--- src/rtl/tlul_pkg.sv ---
// Shared encodings and width defaults for the TL-UL command front-end.
package tlul_pkg;

    localparam int TLUL_ADDR_W = 32;
    localparam int TLUL_DATA_W = 32;
    localparam int TLUL_MASK_W = TLUL_DATA_W / 8;
    localparam int TLUL_SIZE_W = 3;

    typedef enum logic [1:0] {
        TT_GET        = 2'b00,
        TT_PUTFULL    = 2'b01,
        TT_PUTPARTIAL = 2'b10,
        TT_RSVD       = 2'b11
    } trans_type_e;

    typedef enum logic [1:0] {
        ST_IDLE  = 2'b00,
        ST_ISSUE = 2'b01,
        ST_WAIT  = 2'b10,
        ST_RESP  = 2'b11
    } cmd_state_e;

endpackage

--- src/rtl/tlul_sync_fifo.sv ---
// Generic synchronous FIFO, DEPTH a power of two, head visible on pop_dat.
// Latency: a pushed entry is visible at the head the cycle after the push.
// Backpressure: push ignored when full, pop ignored when empty.
module tlul_sync_fifo #(
    parameter int WIDTH = 8,
    parameter int DEPTH = 4
) (
    input  logic                     clk_24,
    input  logic                     rst_n,
    input  logic                     push,
    input  logic [WIDTH-1:0]         push_dat,
    input  logic                     pop,
    output logic [WIDTH-1:0]         pop_dat,
    output logic                     full,
    output logic                     empty,
    output logic [$clog2(DEPTH):0]   count
);

    localparam int PTR_W = $clog2(DEPTH);
    localparam int CNT_W = PTR_W + 1;

    logic [WIDTH-1:0] mem [DEPTH];
    logic [PTR_W-1:0] wr_ptr;
    logic [PTR_W-1:0] rd_ptr;
    logic             push_ok;
    logic             pop_ok;

    assign full    = (count == CNT_W'(DEPTH));
    assign empty   = (count == '0);
    assign push_ok = push && !full;
    assign pop_ok  = pop && !empty;
    assign pop_dat = mem[rd_ptr];

    // Pointers are exactly log2(DEPTH) wide, so they wrap modulo DEPTH for free.
    always_ff @(posedge clk_24 or negedge rst_n) begin
        if (!rst_n) begin
            wr_ptr <= '0;
            rd_ptr <= '0;
            count  <= '0;
        end else begin
            if (push_ok) wr_ptr <= wr_ptr + 1'b1;
            if (pop_ok)  rd_ptr <= rd_ptr + 1'b1;
            if (push_ok && !pop_ok)      count <= count + 1'b1;
            else if (pop_ok && !push_ok) count <= count - 1'b1;
        end
    end

    always_ff @(posedge clk_24) begin
        if (push_ok) mem[wr_ptr] <= push_dat;
    end

endmodule

--- src/rtl/tlul_cmd_queue.sv ---
// Queues CPU commands and issues them one at a time to tlul_system; TLUL_CMD_TIMEOUT_EN adds a WAIT watchdog.
// Latency: accept at N -> start_trans at N+2; trans_done at M -> rsp_valid at M+1.
// Backpressure: cmd_ready low only when the FIFO is full; rsp_ready low stalls issue in RESP.
module tlul_cmd_queue
    import tlul_pkg::*;
#(
    parameter int DEPTH          = 4,
    parameter int ADDR_WIDTH     = TLUL_ADDR_W,
    parameter int DATA_WIDTH     = TLUL_DATA_W,
    parameter int MASK_WIDTH     = TLUL_MASK_W,
    parameter int SIZE_WIDTH     = TLUL_SIZE_W,
    parameter int TIMEOUT_CYCLES = 255
) (
    input  logic                    clk_24,
    input  logic                    rst_n,
    input  logic                    cmd_valid,
    output logic                    cmd_ready,
    input  logic [1:0]              cmd_type,
    input  logic [ADDR_WIDTH-1:0]   cmd_addr,
    input  logic [SIZE_WIDTH-1:0]   cmd_size,
    input  logic [DATA_WIDTH-1:0]   cmd_wdata,
    input  logic [MASK_WIDTH-1:0]   cmd_mask,
    output logic                    rsp_valid,
    input  logic                    rsp_ready,
    output logic [1:0]              rsp_type,
    output logic [DATA_WIDTH-1:0]   rsp_rdata,
    output logic                    rsp_error,
    output logic                    start_trans,
    output logic [1:0]              trans_type,
    output logic [ADDR_WIDTH-1:0]   address,
    output logic [SIZE_WIDTH-1:0]   size,
    output logic [DATA_WIDTH-1:0]   write_data,
    output logic [MASK_WIDTH-1:0]   write_mask,
    input  logic                    trans_done,
    input  logic [DATA_WIDTH-1:0]   read_data,
    output logic                    busy,
    output logic [$clog2(DEPTH):0]  fifo_count
);

    localparam int CNT_W = $clog2(DEPTH) + 1;

    typedef struct packed {
        logic [1:0]            ttype;
        logic [ADDR_WIDTH-1:0] addr;
        logic [SIZE_WIDTH-1:0] size;
        logic [DATA_WIDTH-1:0] wdata;
        logic [MASK_WIDTH-1:0] mask;
    } cmd_t;

    cmd_t       push_cmd;
    cmd_t       head_cmd;
    logic       fifo_full;
    logic       fifo_empty;
    logic       fifo_pop;
    cmd_state_e state;
    cmd_state_e state_nxt;
    logic       load_issue;
    logic       load_rsvd;
    logic       cap_done;

    assign cmd_ready = (fifo_count < CNT_W'(DEPTH));
    assign push_cmd  = '{ttype: cmd_type, addr: cmd_addr, size: cmd_size,
                         wdata: cmd_wdata, mask: cmd_mask};

    tlul_sync_fifo #(
        .WIDTH ($bits(cmd_t)),
        .DEPTH (DEPTH)
    ) u_cmd_fifo (
        .clk_24   (clk_24),
        .rst_n    (rst_n),
        .push     (cmd_valid && cmd_ready),
        .push_dat (push_cmd),
        .pop      (fifo_pop),
        .pop_dat  (head_cmd),
        .full     (fifo_full),
        .empty    (fifo_empty),
        .count    (fifo_count)
    );

`ifdef TLUL_CMD_TIMEOUT_EN
    localparam int TMO_W = $clog2(TIMEOUT_CYCLES + 1);
    logic [TMO_W-1:0] tmo_cnt;
    logic             cap_tmo;

    // Counts cycles spent in WAIT; cleared everywhere else so each issue starts at 0.
    always_ff @(posedge clk_24 or negedge rst_n) begin
        if (!rst_n)                 tmo_cnt <= '0;
        else if (state == ST_WAIT)  tmo_cnt <= tmo_cnt + 1'b1;
        else                        tmo_cnt <= '0;
    end
`endif

    always_ff @(posedge clk_24 or negedge rst_n) begin
        if (!rst_n) state <= ST_IDLE;
        else        state <= state_nxt;
    end

    always_comb begin
        state_nxt  = state;
        fifo_pop   = 1'b0;
        load_issue = 1'b0;
        load_rsvd  = 1'b0;
        cap_done   = 1'b0;
`ifdef TLUL_CMD_TIMEOUT_EN
        cap_tmo    = 1'b0;
`endif
        unique case (state)
            ST_IDLE: begin
                if (!fifo_empty) begin
                    fifo_pop = 1'b1;
                    // Reserved type never reaches tlul_system; answer it directly.
                    if (head_cmd.ttype == TT_RSVD) begin
                        load_rsvd = 1'b1;
                        state_nxt = ST_RESP;
                    end else begin
                        load_issue = 1'b1;
                        state_nxt  = ST_ISSUE;
                    end
                end
            end
            ST_ISSUE: state_nxt = ST_WAIT;
            ST_WAIT: begin
                if (trans_done) begin
                    cap_done  = 1'b1;
                    state_nxt = ST_RESP;
                end
`ifdef TLUL_CMD_TIMEOUT_EN
                else if (tmo_cnt == TMO_W'(TIMEOUT_CYCLES - 1)) begin
                    cap_tmo   = 1'b1;
                    state_nxt = ST_RESP;
                end
`endif
            end
            ST_RESP: if (rsp_ready) state_nxt = ST_IDLE;
            default: state_nxt = ST_IDLE;
        endcase
    end

    // Master fields only change on a real issue, so they hold their last values afterwards.
    always_ff @(posedge clk_24 or negedge rst_n) begin
        if (!rst_n) begin
            trans_type <= '0;
            address    <= '0;
            size       <= '0;
            write_data <= '0;
            write_mask <= '0;
            rsp_type   <= '0;
            rsp_rdata  <= '0;
            rsp_error  <= 1'b0;
        end else begin
            if (load_issue) begin
                trans_type <= head_cmd.ttype;
                address    <= head_cmd.addr;
                size       <= head_cmd.size;
                write_data <= head_cmd.wdata;
                write_mask <= head_cmd.mask;
                rsp_type   <= head_cmd.ttype;
                rsp_rdata  <= '0;
                rsp_error  <= 1'b0;
            end
            if (load_rsvd) begin
                rsp_type  <= head_cmd.ttype;
                rsp_rdata <= '0;
                rsp_error <= 1'b1;
            end
            if (cap_done) begin
                rsp_rdata <= (trans_type == TT_GET) ? read_data : '0;
            end
`ifdef TLUL_CMD_TIMEOUT_EN
            if (cap_tmo) begin
                rsp_rdata <= '0;
                rsp_error <= 1'b1;
            end
`endif
        end
    end

    assign start_trans = (state == ST_ISSUE);
    assign rsp_valid   = (state == ST_RESP);
    assign busy        = !fifo_empty || (state != ST_IDLE);

endmodule

--- config.mk ---
export PLATFORM = sky130hd
export DESIGN_NAME = tlul_cmd_queue
export DESIGN_NICKNAME = d
export VERILOG_FILES = /design/src/rtl/tlul_pkg.sv /design/src/rtl/tlul_sync_fifo.sv /design/src/rtl/tlul_cmd_queue.sv
export SDC_FILE = /design/constraint.sdc
export NUM_CORES = 1
export LEC_CHECK = 0
export CAP_MARGIN = 20
export CORE_MARGIN = 4
export CORE_UTILIZATION = 35
export CTS_BUF_LIST = sky130_fd_sc_hd__clkbuf_8
export CTS_CLUSTER_SIZE = 20
export DETAILED_ROUTE_END_ITERATION = 7
export PLACE_DENSITY = 0.59
export SKIP_LAST_GASP = 1
export SYNTH_ARGS = -nofsm -noshare
export SYNTH_HDL_FRONTEND = slang
export SYNTH_SLANG_ARGS = --single-unit
--- constraint.sdc ---
create_clock -name clk_24 -period 3 [get_ports clk_24]
set_input_delay 0.45 -clock clk_24 [delete_from_list [all_inputs] [get_ports clk_24]]
set_output_delay 0.45 -clock clk_24 [all_outputs]
set_load 0.1 [all_outputs]
## Word-level counts from Yosys, hierarchy flattened

Memories as Yosys holds them, arrays and structs flattened.
Cells that the tools add are included.

- Register bits after elaboration: 117
- Bits in writable memories: 292
- Output and inout port bits: 115
- Word-level logic and storage cells: 71
- Memories kept: 1

Memories:

| name | depth | width | rd ports | clocked after memory_dff | write ports | RTL line | source |
|---|---|---|---|---|---|---|---|
| u_cmd_fifo.mem | 4 | 73 | 1 | 0 | 1 | tlul_sync_fifo.sv:22 | `logic [WIDTH-1:0] mem [DEPTH];` |

- Add/sub/neg operators: 4
- Magnitude comparators: 1
- Equal/unequal tests: 8
- Multiplexer cells: 27
- Reduce and logical (&&, ||, !) cells: 18

Operators with widths:

| kind | count |
|---|---|
| 32-bit two-way mux | 4 |
| 1-bit two-way mux | 14 |
| 2-bit two-way mux | 6 |
| 2-bit one-hot mux with 4 select lines | 1 |
| 2-bit equality test (second input constant) | 3 |
| 3-bit two-way mux | 2 |
| 2-bit nonzero test | 3 |
| 1-bit logical AND | 5 |
| 2-bit by 1-bit adder with 2-bit output (second input constant) | 2 |
| 1-bit zero test | 4 |
| 2-bit zero test | 2 |
| 2-bit inequality test (second input constant) | 2 |
| 3-bit by 1-bit adder with 3-bit output (second input constant) | 1 |
| 3-bit equality test (second input constant) | 1 |
| 3-bit zero test | 1 |
| 3-bit < comparator (second input constant) | 1 |
| 3-bit AND reduction | 1 |
| 3-bit nonzero test | 1 |
| 3-bit by 1-bit subtractor with 3-bit output (second input constant) | 1 |
| 2-bit by 1-bit equality test with 1-bit output (second input constant) | 1 |
| 2-bit by 1-bit inequality test with 1-bit output (second input constant) | 1 |
| 1-bit logical OR | 1 |

## Longest topological paths before layout

An unclocked memory read counts as a cell.

- Word-level depth: 8
- Gate-level depth with buffers: 10

## Modules after synthesis

A second synthesis with hierarchy kept.

- Cells, all modules: 680
- Area, all modules: 15399.8 sq um

By module, submodules not included:

| module | instances | cells each | area each (sq um) | sequential area each (sq um) |
|---|---|---|---|---|
| tlul_sync_fifo | 1 | 417 | 10949.3 | 8943.6 |
| tlul_cmd_queue | 1 | 263 | 4450.5 | 2752.6 |

## Least setup slack after synthesis

No wires, ideal clock.

- Path kind: register to register
- Start: register u_cmd_fifo.count[2]
- End: memory u_cmd_fifo.mem[0][0] (netlist name) (enable)
- Library setup time: 439 ps
- Arrival time: 2952 ps
- Data required time: 2561 ps
- Slack: -391 ps
- Cell stages (with the launch flop): 4
- Buffers on the path: 1
- Period minus slack after synthesis: 3391 ps
- Cells stage by stage: dfrtp_1 > nor2b_1 > clkbuf_1 > and2_1

- Cells in the longest elaborated chain, start to end: 5
- Elaborated cells on any way between the ends: 7
- Those cells by class: order compare: 1; eq/ne: 1; mux: 2; reduce/logical: 3

RTL lines:

| element | RTL line | source |
|---|---|---|
| from (decl) | tlul_sync_fifo.sv:16 | `output logic [$clog2(DEPTH):0] count` |
| from (signal assigned) | tlul_sync_fifo.sv:43 | `if (push_ok && !pop_ok) count <= count + 1'b1;` |
| from (signal assigned) | tlul_sync_fifo.sv:44 | `else if (pop_ok && !push_ok) count <= count - 1'b1;` |
| 3-bit < comparator / 3-bit equality test (equally long branches) | tlul_cmd_queue.sv:61, tlul_sync_fifo.sv:28 |  |
| 1-bit logical AND / 1-bit zero test (equally long branches) | tlul_cmd_queue.sv:71, tlul_sync_fifo.sv:30 |  |
| 1-bit logical AND * | tlul_sync_fifo.sv:30 | `assign push_ok = push && !full;` |
| named net u_cmd_fifo.push_ok | tlul_sync_fifo.sv:25 | `logic push_ok;` |
| 1-bit two-way mux * | tlul_sync_fifo.sv:49 | `if (push_ok) mem[wr_ptr] <= push_dat;` |
| 1-bit two-way mux (not written as such) * | tlul_sync_fifo.sv:49 |  |
| to (decl) | tlul_sync_fifo.sv:22 |  |

Mark *: on every way through the listed nets, which the timed path passes. The rest lies on a longest branch.

## Final worst setup path

- Start: register state[1]
- End: output busy

- Cells in the longest elaborated chain, start to end: 2

RTL lines:

| element | RTL line | source |
|---|---|---|
| from (decl) | tlul_cmd_queue.sv:55 | `cmd_state_e state;` |
| from (signal assigned) | tlul_cmd_queue.sv:95 | `else state <= state_nxt;` |
| 2-bit nonzero test | tlul_cmd_queue.sv:180 | `assign busy = !fifo_empty \|\| (state != ST_IDLE);` |
| 1-bit logical OR | tlul_cmd_queue.sv:180 |  |
| to (decl) | tlul_cmd_queue.sv:36 | `output logic busy,` |

No other way between the ends.

==> qor.txt <==
Share of the synthesized area in the top cell type: 58.4%
CTS tree: yes
Critical path startpoint category: flip-flop
Max frequency: 0.368 GHz
Clock sink count: 409
Die area: 0.0463 mm^2
Max-slew headroom: 45.2%
Chip width: 215 um
# IOs: 225
Synth top area cells: edfxtp_1 58%, dfrtp_1 19%, mux4_2 11%, mux2_2 5.1%, a22o_1 1.9%
Number of global-route vias before repair: 8280
Unrepaired setup endpoints after global routing: no
Initial Util: 35.6%
#FFs+latches synth: 409
Slew @ Worst Pin: 0.822 ns
Resized Gates After CTS: 0
Final antenna-violating net count: 0
Core area: 0.0421 mm^2
TNS Setup: 0 ns
Max-slew violations: 0
Prevailing post-synth register cell: edfxtp_1
Post-Synthesis Cells: 673
Net Count, Synth: 794
Post-DP HPWL: 17700 um
Vias: 7545
Per-cell routed wire length: 20.9 um
ANT cells: 0
Global-route wire length before repair: 50200 um
Clock Path Buffers: 3
Total Wirelength: 32400 um
Critical path class: flip-flop to output port
Post-synth ARST share: 28.6%
Post-synth EDFFs: 292
Synthesized area: 0.0150 mm^2
Num CTS Buffers: 71
Synth cell types: 32
Initial DRC Count: 330
Hold Path Class: primary input to asynchronous set/reset pin
Minimum clock period: 2.72 ns
Top-count cell post-synth: edfxtp_1
CP Max Fanout: 4
Cell taking the most area after synthesis: edfxtp_1
Clock Skew: 0.0249 ns
Layout area overhead: 27.0%
Detailed-route DRC error count: 0
Worst skew pair latency: 0.61 ns
Clk root buf: clkbuf_8
Max-cap viol count: 0
Final #Nets: 1076
Share of cells above drive strength 1: 36.8%
IO Port Bufs: 224
Synthesized area per cell: 22.3 um^2
Status: completed
Std-Cell Rows: 75
Setup Fix Bufs, Post-CTS: 0
Critical Path RT: 2.55 ns
Gr usage total: 14.1%
Final Hold Vio Count: 0
Crit share post-route: 90.6%
Setup violations, final: 0
Commonest cells in the netlist: 292 x edfxtp_1, 117 x dfrtp_1, 73 x mux4_2
Global placement routability congestion: 0.709
TritonRoute pass-1 iters: 6
Die height: 215 um
Congestion Overflow GR: 0
Pin count of the biggest net entering global routing: 74
Initial antenna violation count: 1
Seq/Total Area, Yosys: 77.9%
Yosys warning total: 0
Crit path DAT: 2.27 ns
Critical Path End Type: output port
Vias per inst: 4.86
Clock transition at the registers of the reported paths: 0.06 ns
Max H-tree Level: 3
## cell families (layout without fill, tap and decap cells)
logic type | count (synthesis) | in the layout | share of synthesized area (%)
DFF | 409 | 409 | 77.9
muxes | 148 | 148 | 16.6
AOI/OAI and AO/OA | 42 | 42 | 2.37
buffers and inverters | 42 | 382 | 1.32
and+or+nand+nor | 15 | 15 | 0.542
adders and majority gates | 11 | 11 | 0.967
xor gates and xnor gates | 6 | 6 | 0.350
## metrics by stage
stage | utilization [%] | setup slack [ns] | instance area [um^2] | cells | hold slack [ns]
2_1_floorplan | - | 0.260 | 15000 | 673 | 0.154
3_3_place_gp | 42.1 | 0.708 | 17700 | 1420 | 0.469
3_5_place_dp | 42.1 | 0.719 | 17700 | 1420 | 0.464
4_1_cts | 45.3 | 0.192 | 19100 | 1552 | 0.342
5_1_grt | 45.3 | 0.175 | 19100 | 1552 | 0.392
6_report | 45.3 | 0.283 | 19100 | 1552 | 0.388
## worst paths after layout
path	from	endpoint	slack [ns]	cells past startpoint
setup / recovery	state[1]	busy	0.28	4
hold / removal	rst_n	rsp_rdata[27]	0.39	2
setup reg to reg	u_cmd_fifo.rd_ptr[0]	write_data[27]	0.86	3
hold reg to reg	write_data[27]	write_data[27]	0.49	1
max in group asynchronous	rst_n	address[29]	1.89	3
min in group clk_24	read_data[31]	rsp_rdata[31]	0.45	2
## placed cells by master, fill, tap and decap left out
cell / instances
clkdlybuf4s50_1: 108
bufinv_16: 1
clkinv_1: 10
xnor2_1: 4
fa_1: 1
inv_1: 42
and2_0: 1
nor2b_1: 2
dfrtp_4: 2
buf_4: 124
a21oi_4: 1
nand2_1: 2
ha_1: 10
o221a_2: 1
dlygate4sd3_1: 1
clkinvlp_4: 5
a22o_1: 32
clkbuf_8: 77
a31oi_1: 1
clkinv_2: 3
edfxtp_1: 292
o21ai_0: 2
o32a_1: 1
mux4_2: 73
inv_8: 1
o22a_1: 2
xor2_1: 2
dfrtp_1: 115
nor2_1: 4
a21oi_1: 1
inv_6: 2
nor3_2: 1
mux2_2: 68
buf_12: 7
and2_4: 4
o31ai_2: 1
mux2i_1: 1
mux2_1: 6
buf_6: 1
or4b_2: 1
## routing by layer
layer,wire length [um],global-route usage [%],vias to the layer above
met1,14200,18.3,3942
met5,18,0,-
met3,1920,4.07,68
li1,-,-,3296
met2,15400,22.5,237
met4,894,5.48,2
## area by class of cell
cell class,count,area (um^2)
Timing Repair Buffer,241,2170
Clock inverter,54,269
Fill cell,3626,23100
Sequential cell,409,11700
Tap cell,539,674
Clock buffer,77,1060
Inverter,10,37.5
Multi-Input combinational cell,222,3150
## registers in the layout (all words and copies together), names as in the netlist, 3 cells and up
register and flops:
address 32, size 3, u_cmd_fifo.count 3, rsp_rdata 32
write_mask 4, u_cmd_fifo.mem 292, write_data 32
## repair_timing
action | 4_1_cts | 5_1_grt
hold endpoints to repair | 46 | 0
endpoints found under the setup margin | 0 | 0
hold buffers | 1 | 0
## critical path, cell delays in order (launching register included)
cell	delay (ns)
dfrtp_1	0.40
inv_1	0.13
ha_1	0.21
or4b_2	0.65
buf_4	0.27
Power is not shown: default switching activity piles up to over one toggle a cycle in this logic, so the estimate is an artifact.
